==> src/rtl/two_par_pkg.sv <==
// Shared definitions for the two-sample parallel filter output path:
// default widths, output phase encoding and the requantize/saturate helper.
package two_par_pkg;

   localparam int DEF_IN_W  = 64;
   localparam int DEF_OUT_W = 16;
   localparam int DEF_SHIFT = 15;

   // Working width of the requantizer; callers sign-extend into it.
   localparam int RQ_W = 128;

   typedef enum logic {
      PH0 = 1'b0,
      PH1 = 1'b1
   } phase_e;

   typedef struct packed {
      logic signed [RQ_W-1:0] value;
      logic                   clipped;
   } rq_t;

   // Round half up by adding 2^(shift-1), arithmetic shift right, then clip
   // to the signed out_w range. One guard bit keeps the add from overflowing.
   function automatic rq_t requant_sat(input logic signed [RQ_W-1:0] x,
                                       input int unsigned shift,
                                       input int unsigned out_w);
      logic        [RQ_W:0] one;
      logic signed [RQ_W:0] wide;
      logic signed [RQ_W:0] hi;
      logic signed [RQ_W:0] lo;
      rq_t                  r;
      one  = {{RQ_W{1'b0}}, 1'b1};
      wide = {x[RQ_W-1], x};
      if (shift != 0) begin
         wide = wide + signed'(one << (shift - 1));
      end
      wide = wide >>> shift;
      hi   = signed'((one << (out_w - 1)) - one);
      lo   = ~hi;
      r.value   = wide[RQ_W-1:0];
      r.clipped = 1'b0;
      if (wide > hi) begin
         r.value   = hi[RQ_W-1:0];
         r.clipped = 1'b1;
      end else if (wide < lo) begin
         r.value   = lo[RQ_W-1:0];
         r.clipped = 1'b1;
      end
      return r;
   endfunction

endpackage

==> src/rtl/pair_fifo.sv <==
// DEPTH-entry FIFO of requantized sample pairs. Pointers carry one extra
// wrap bit so full and empty are distinguished without a counter.
module pair_fifo
   import two_par_pkg::*;
#(
   parameter int W     = DEF_OUT_W,
   parameter int DEPTH = 4
) (
   input  logic                clk,
   input  logic                rst,
   input  logic                push,
   input  logic signed [W-1:0] wdata1,
   input  logic signed [W-1:0] wdata2,
   input  logic                pop,
   output logic signed [W-1:0] rdata1,
   output logic signed [W-1:0] rdata2,
   output logic                empty,
   output logic                full_nxt
);

   localparam int AW = $clog2(DEPTH);

   logic        [AW:0] wptr_q, wptr_d;
   logic        [AW:0] rptr_q, rptr_d;
   logic signed [W-1:0] mem1_q [DEPTH];
   logic signed [W-1:0] mem2_q [DEPTH];

   // Next pointer values; wrap falls out of the AW+1 bit arithmetic.
   always_comb begin
      wptr_d = wptr_q + (AW+1)'(push);
      rptr_d = rptr_q + (AW+1)'(pop);
   end

   // Pointer registers, cleared by reset so buffered pairs are discarded.
   always_ff @(posedge clk or negedge rst) begin
      if (!rst) begin
         wptr_q <= '0;
         rptr_q <= '0;
      end else begin
         wptr_q <= wptr_d;
         rptr_q <= rptr_d;
      end
   end

   // Pair storage; contents are only meaningful between the pointers.
   always_ff @(posedge clk) begin
      if (push) begin
         mem1_q[wptr_q[AW-1:0]] <= wdata1;
         mem2_q[wptr_q[AW-1:0]] <= wdata2;
      end
   end

   assign rdata1   = mem1_q[rptr_q[AW-1:0]];
   assign rdata2   = mem2_q[rptr_q[AW-1:0]];
   assign empty    = (wptr_q == rptr_q);
   assign full_nxt = (wptr_d[AW] != rptr_d[AW]) &&
                     (wptr_d[AW-1:0] == rptr_d[AW-1:0]);

endmodule

==> src/rtl/two_par_serializer.sv <==
// Turns pairs of wide parallel filter outputs into a serial stream of
// requantized samples: din1 of each pair is emitted before din2.
module two_par_serializer
   import two_par_pkg::*;
#(
   parameter int IN_W  = DEF_IN_W,
   parameter int OUT_W = DEF_OUT_W,
   parameter int SHIFT = DEF_SHIFT,
   parameter int DEPTH = 4
) (
   input  logic                    clk,
   input  logic                    rst,
   input  logic                    in_valid,
   output logic                    in_ready,
   input  logic signed [IN_W-1:0]  din1,
   input  logic signed [IN_W-1:0]  din2,
   output logic signed [OUT_W-1:0] dout,
   output logic                    out_valid,
   input  logic                    out_ready,
   output logic [15:0]             sat_count
);

   rq_t                    rq1, rq2;
   logic signed [OUT_W-1:0] q1, q2;
   logic signed [OUT_W-1:0] rd1, rd2;
   logic                    push, pop, empty, full_nxt;
   logic                    in_ready_q;
   logic [15:0]             sat_q, sat_d;
   logic [16:0]             sat_sum;
   phase_e                  phase_q, phase_d;
   logic                    unused_hi;

   // Requantize both samples of the presented pair before they are stored.
   always_comb begin
      rq1 = requant_sat(RQ_W'(din1), SHIFT, OUT_W);
      rq2 = requant_sat(RQ_W'(din2), SHIFT, OUT_W);
      q1  = rq1.value[OUT_W-1:0];
      q2  = rq2.value[OUT_W-1:0];
   end

   assign unused_hi = ^{rq1.value[RQ_W-1:OUT_W], rq2.value[RQ_W-1:OUT_W]};

   assign push      = in_valid & in_ready_q;
   assign pop       = out_valid & out_ready & (phase_q == PH1);
   assign out_valid = ~empty;
   assign in_ready  = in_ready_q;
   assign sat_count = sat_q;

   pair_fifo #(
      .W     (OUT_W),
      .DEPTH (DEPTH)
   ) u_fifo (
      .clk      (clk),
      .rst      (rst),
      .push     (push),
      .wdata1   (q1),
      .wdata2   (q2),
      .pop      (pop),
      .rdata1   (rd1),
      .rdata2   (rd2),
      .empty    (empty),
      .full_nxt (full_nxt)
   );

   // Output phase next-state and head-element select; dout is zero when idle.
   always_comb begin
      phase_d = phase_q;
      dout    = '0;
      if (out_valid) begin
         dout = (phase_q == PH1) ? rd2 : rd1;
         if (out_ready) begin
            phase_d = (phase_q == PH0) ? PH1 : PH0;
         end
      end
   end

   // Clip counter next value, sticking at all-ones.
   always_comb begin
      sat_sum = {1'b0, sat_q};
      if (push) begin
         sat_sum = sat_sum + 17'(rq1.clipped) + 17'(rq2.clipped);
      end
      sat_d = sat_sum[16] ? 16'hFFFF : sat_sum[15:0];
   end

   // Output phase state register.
   always_ff @(posedge clk or negedge rst) begin
      if (!rst) begin
         phase_q <= PH0;
      end else begin
         phase_q <= phase_d;
      end
   end

   // in_ready is registered from next-cycle fullness, so out_ready never
   // reaches it combinationally; a pop from full reopens it one edge later.
   always_ff @(posedge clk or negedge rst) begin
      if (!rst) begin
         in_ready_q <= 1'b0;
         sat_q      <= '0;
      end else begin
         in_ready_q <= ~full_nxt;
         sat_q      <= sat_d;
      end
   end

endmodule

==> config.mk <==
export PLATFORM = sky130hd
export DESIGN_NAME = two_par_serializer
export DESIGN_NICKNAME = d
export VERILOG_FILES = /design/src/rtl/two_par_pkg.sv /design/src/rtl/pair_fifo.sv /design/src/rtl/two_par_serializer.sv
export SDC_FILE = /design/constraint.sdc
export NUM_CORES = 1
export LEC_CHECK = 0
export ABC_AREA = 1
export BUFFER_PORTS_ARGS = -buffer_cell sky130_fd_sc_hd__buf_4
export CAP_MARGIN = 40
export CORE_ASPECT_RATIO = 0.8
export CORE_UTILIZATION = 58
export CTS_CLUSTER_DIAMETER = 30
export DETAILED_ROUTE_END_ITERATION = 12
export HOLD_SLACK_MARGIN = 0.12
export PLACE_DENSITY = 0.82
export SKIP_LAST_GASP = 1
export SYNTH_ARGS = -nofsm -noshare
export SYNTH_HDL_FRONTEND = slang
export SYNTH_SLANG_ARGS = --single-unit
==> constraint.sdc <==
create_clock -name clk -period 4.1 [get_ports clk]
set_clock_uncertainty 0.2 [all_clocks]
set_input_delay 0.205 -clock clk [delete_from_list [all_inputs] [get_ports clk]]
set_output_delay 0.205 -clock clk [all_outputs]
set_load 0.005 [all_outputs]
==> run_results.csv <==
group,metric,value,unit
outcome,run_status,"completed",
clock_tree,clockRootBuffer,"clkbuf_16",
routing,wl,29200,um
setup_path,worstPathRequired,4190,ps
routing,vias,10100,
synth,async_flop_share,15.8,%
global_routing,busiest_layer,"met2",
floorplan,die_y,121,um
global_routing,grt.met1_usage,44.2,%
place,port_buffers,137,
final_layout,drive_gt1_share,19.1,%
sta,fmax,257,MHz
flow_run,timing.max_cap.violations,0,
global_routing,antenna_found_initial,0,
setup_path,start_kind,"input port",
clock_tree,clk_pin_slew_worst_paths,60,ps
sta,slew_headroom,46.7,%
sta,setup_violations,0,
routing,drt_iter0_drc,923,
synth,synth_cell_type_count,39,
setup_path,cp_max_fo,10,
global_routing,met2_usage,51.8,%
setup_path,critPathKind,"input port to flip-flop",
synth,yosys.area.top_type,"edfxtp_1",
place,place_area,11600,um2
sta,worst_pin_slew,795,ps
place,dp_hpwl,21600,um
global_routing,grt_pass1_vias,9006,
synth,ys_top_cells_by_count,"nand2_1, nor2_1, edfxtp_1, inv_1, o21ai_0",
synth,synthCells,1389,
synth,synth-seq-cells,152,
global_routing,grt_overflow,0,
routing,dr.pass1.iters,6,
sta,finalCritPeriodShare,95.1,%
power,power,6.14,mW
synth,syn-cell-area,10300,um2
power,pwr-share-comb,40.3,%
routing,wl_per_cell,16.2,um
clock_tree,cts_tree,"built",
sta,final_max_slew_viol_count,0,
routing,ant_nets,0,
synth,synth_most_common_cell,"nand2_1",
final_layout,antenna_cells,0,
final_layout,final_cell_area,12600,um2
sta,min_period,3900,ps
synth,synth_edf_count,128,
floorplan,die_w,151,um
power,max-vdd-ir-drop,0.495,mV
sta,hold_violations,0,
place,place_ws,64.2,ps
power,seqPwrFrac,35.2,%
global_routing,grt_pass1_wl,44400,um
final_layout,nets,1705,
sta,holdWs,137,ps
sta,fin_ws,203,ps
global_routing,grt_usage,31.9,%
global_routing,met3_usage,4.55,%
setup_path,arrival,3990,ps
power,power.density,486,nW/um2
final_layout,area_delta_synth_final,23.0,%
final_layout,utilization,72.9,%
power,power_switching,2.25,mW
synth,synthTopCellsByArea,"edfxtp_1, nand2_1, nor2_1, dfrtp_1, o21ai_0",
synth,ys_warn_count,0,
clock_tree,h-tree-depth,4,
clock_tree,insertion_delay,420,ps
power,p_sw_share,36.6,%
floorplan,core,17300,um2
power,clockPowerShare,24.5,%
synth,yosysTopAreaCellShare,37.4,%
floorplan,io_pins,166,
floorplan,initial_core_util,59.3,%
global_routing,grt_max_degree,67,
clock_tree,cts_num_sinks,152,
synth,avgSynthCellArea,7.39,um2
synth,synth_seq_area_share,43.3,%
synth,synth_flop_cell,"edfxtp_1",
floorplan,num_rows,43,
clock_tree,clockBufferDepth,2,
power,p_int,3.90,mW
floorplan,die-area,18200,um2
power,p_leak,5.26,nW
setup_path,cp-end-kind,"flip-flop",
routing,drcViolationCount,0,
synth,synth_nets,1529,
min_path,hold_class,"input port to flip-flop",
clock_tree,cts_buffers,17,
place,place_congestion,0.985,
routing,post_drt_via_cell_ratio,5.61,
## path summary, 6_finish.rpt
path / startpoint / endpoint / slack, ps / cells after the start
min in group asynchronous: rst / u_fifo.rptr_q[2] / 630 / 3
worst max-delay path: din1[16] / sat_count[15] / 200 / 28
max in group asynchronous: rst / u_fifo.rptr_q[0] / 2580 / 4
worst max register to register: u_fifo.rptr_q[0] / in_ready / 1170 / 11
worst min-delay path: din1[22] / u_fifo.mem1_q[2][7] / 140 / 4
worst min register to register: phase_q / phase_q / 310 / 2
## per-stage QoR
step           instances  TNS [ps]
6_report            1803         0
5_1_grt             1803     -24.1
4_1_cts             1794         0
3_3_place_gp        1741         0
2_1_floorplan       1389         0
3_5_place_dp        1743         0
## kinds of logic (layout without fill, tap and decap cells)
kind of cell             count (synthesis)  in the layout  share of synthesized area, %
AND/OR/NAND/NOR                        905            905                          38.2
flip-flops                             152            152                          43.3
AO/OA/AOI/OAI                          130            130                          6.79
buffers and inverters                  128            317                          5.01
XOR/XNOR                                66             66                          5.70
adder cells (fa/ha/maj)                  8              8                          1.05
## sequential cells by signal (all words and copies together) (netlist names)
register	cells
in_ready	1
phase_q	1
sat_count	16
u_fifo.mem1_q	64
u_fifo.mem2_q	64
u_fifo.rptr_q	3
u_fifo.wptr_q	3
## critical path: stages
cell and delay, ps:
dlygate4sd3_1 540, buf_4 160, nand3_2 120, inv_2 100, nand2_4 80, nor2_4 170, nand2_2 110, inv_2 90
nand2_1 70, nand2_1 100, nand3_1 130, nor3_2 150, nand2_1 100, nor2_2 140, nand3_2 90, nand2_4 80
nand2_2 80, fa_2 390, ha_1 210, nand2_1 100, nor3_1 60, inv_1 70, nor2_1 60, inv_1 140
nor3_4 60, nand2_2 100, buf_4 180, nand3_1 90
## power by group through the flow
stage               clock network, mW  registers [mW]  logic [mW]
finish                           1.51            2.16        2.47
global route                     1.58            2.19        2.70
CTS                              1.51            2.16        2.45
detailed placement                  0            2.18        2.41
global placement                    0            2.17        2.30
floorplan                           0            2.17        1.34
## repair_timing
item	4_1_cts	5_1_grt
setup endpoints to repair	0	16
setup buffers	0	8
hold endpoints to repair	89	0
hold buffers	19	0
gates resized for setup	0	46
## layout by cell type, fill, tap and decap left out, types with 3 or more instances in the layout
| master | n |
|---|---|
| nand2_1 | 412 |
| inv_1 | 94 |
| edfxtp_1 | 128 |
| ha_1 | 7 |
| nand3_2 | 4 |
| nor2_8 | 3 |
| nand3b_1 | 17 |
| dfrtp_1 | 23 |
| clkbuf_16 | 17 |
| nor2_2 | 37 |
| o22ai_1 | 16 |
| xnor2_1 | 26 |
| nand2_4 | 6 |
| nor3_1 | 13 |
| inv_2 | 3 |
| nor2_4 | 13 |
| buf_4 | 165 |
| nand3_1 | 56 |
| a21oi_1 | 4 |
| clkinv_1 | 5 |
| inv_6 | 4 |
| a31oi_1 | 16 |
| dlygate4sd3_1 | 19 |
| xor2_1 | 37 |
| nand2_2 | 25 |
| nor3_2 | 6 |
| nand4_1 | 34 |
| o21ai_0 | 89 |
| nor2_1 | 272 |
| o21ai_1 | 3 |
## area by class of cell
cell class | instances | area (um2)
Sequential cell | 152 | 4450
Multi-Input combinational cell | 1109 | 5480
Tap cell | 225 | 282
Timing Repair Buffer | 187 | 1490
Clock buffer | 17 | 425
Fill cell | 1335 | 4690
Inverter | 98 | 368
Clock inverter | 15 | 148
## per-layer routing
| layer | share of wire, % | routed length (um) | vias up |
|---|---|---|---|
| met5 | 0 | 0 | - |
| met1 | 43 | 12600 | 4674 |
| met2 | 47 | 13800 | 477 |
| met3 | 7.8 | 2280 | 45 |
| met4 | 1.8 | 531 | 0 |
| li1 | - | - | 4925 |
Note: power is estimated with default switching activity, not from simulation.
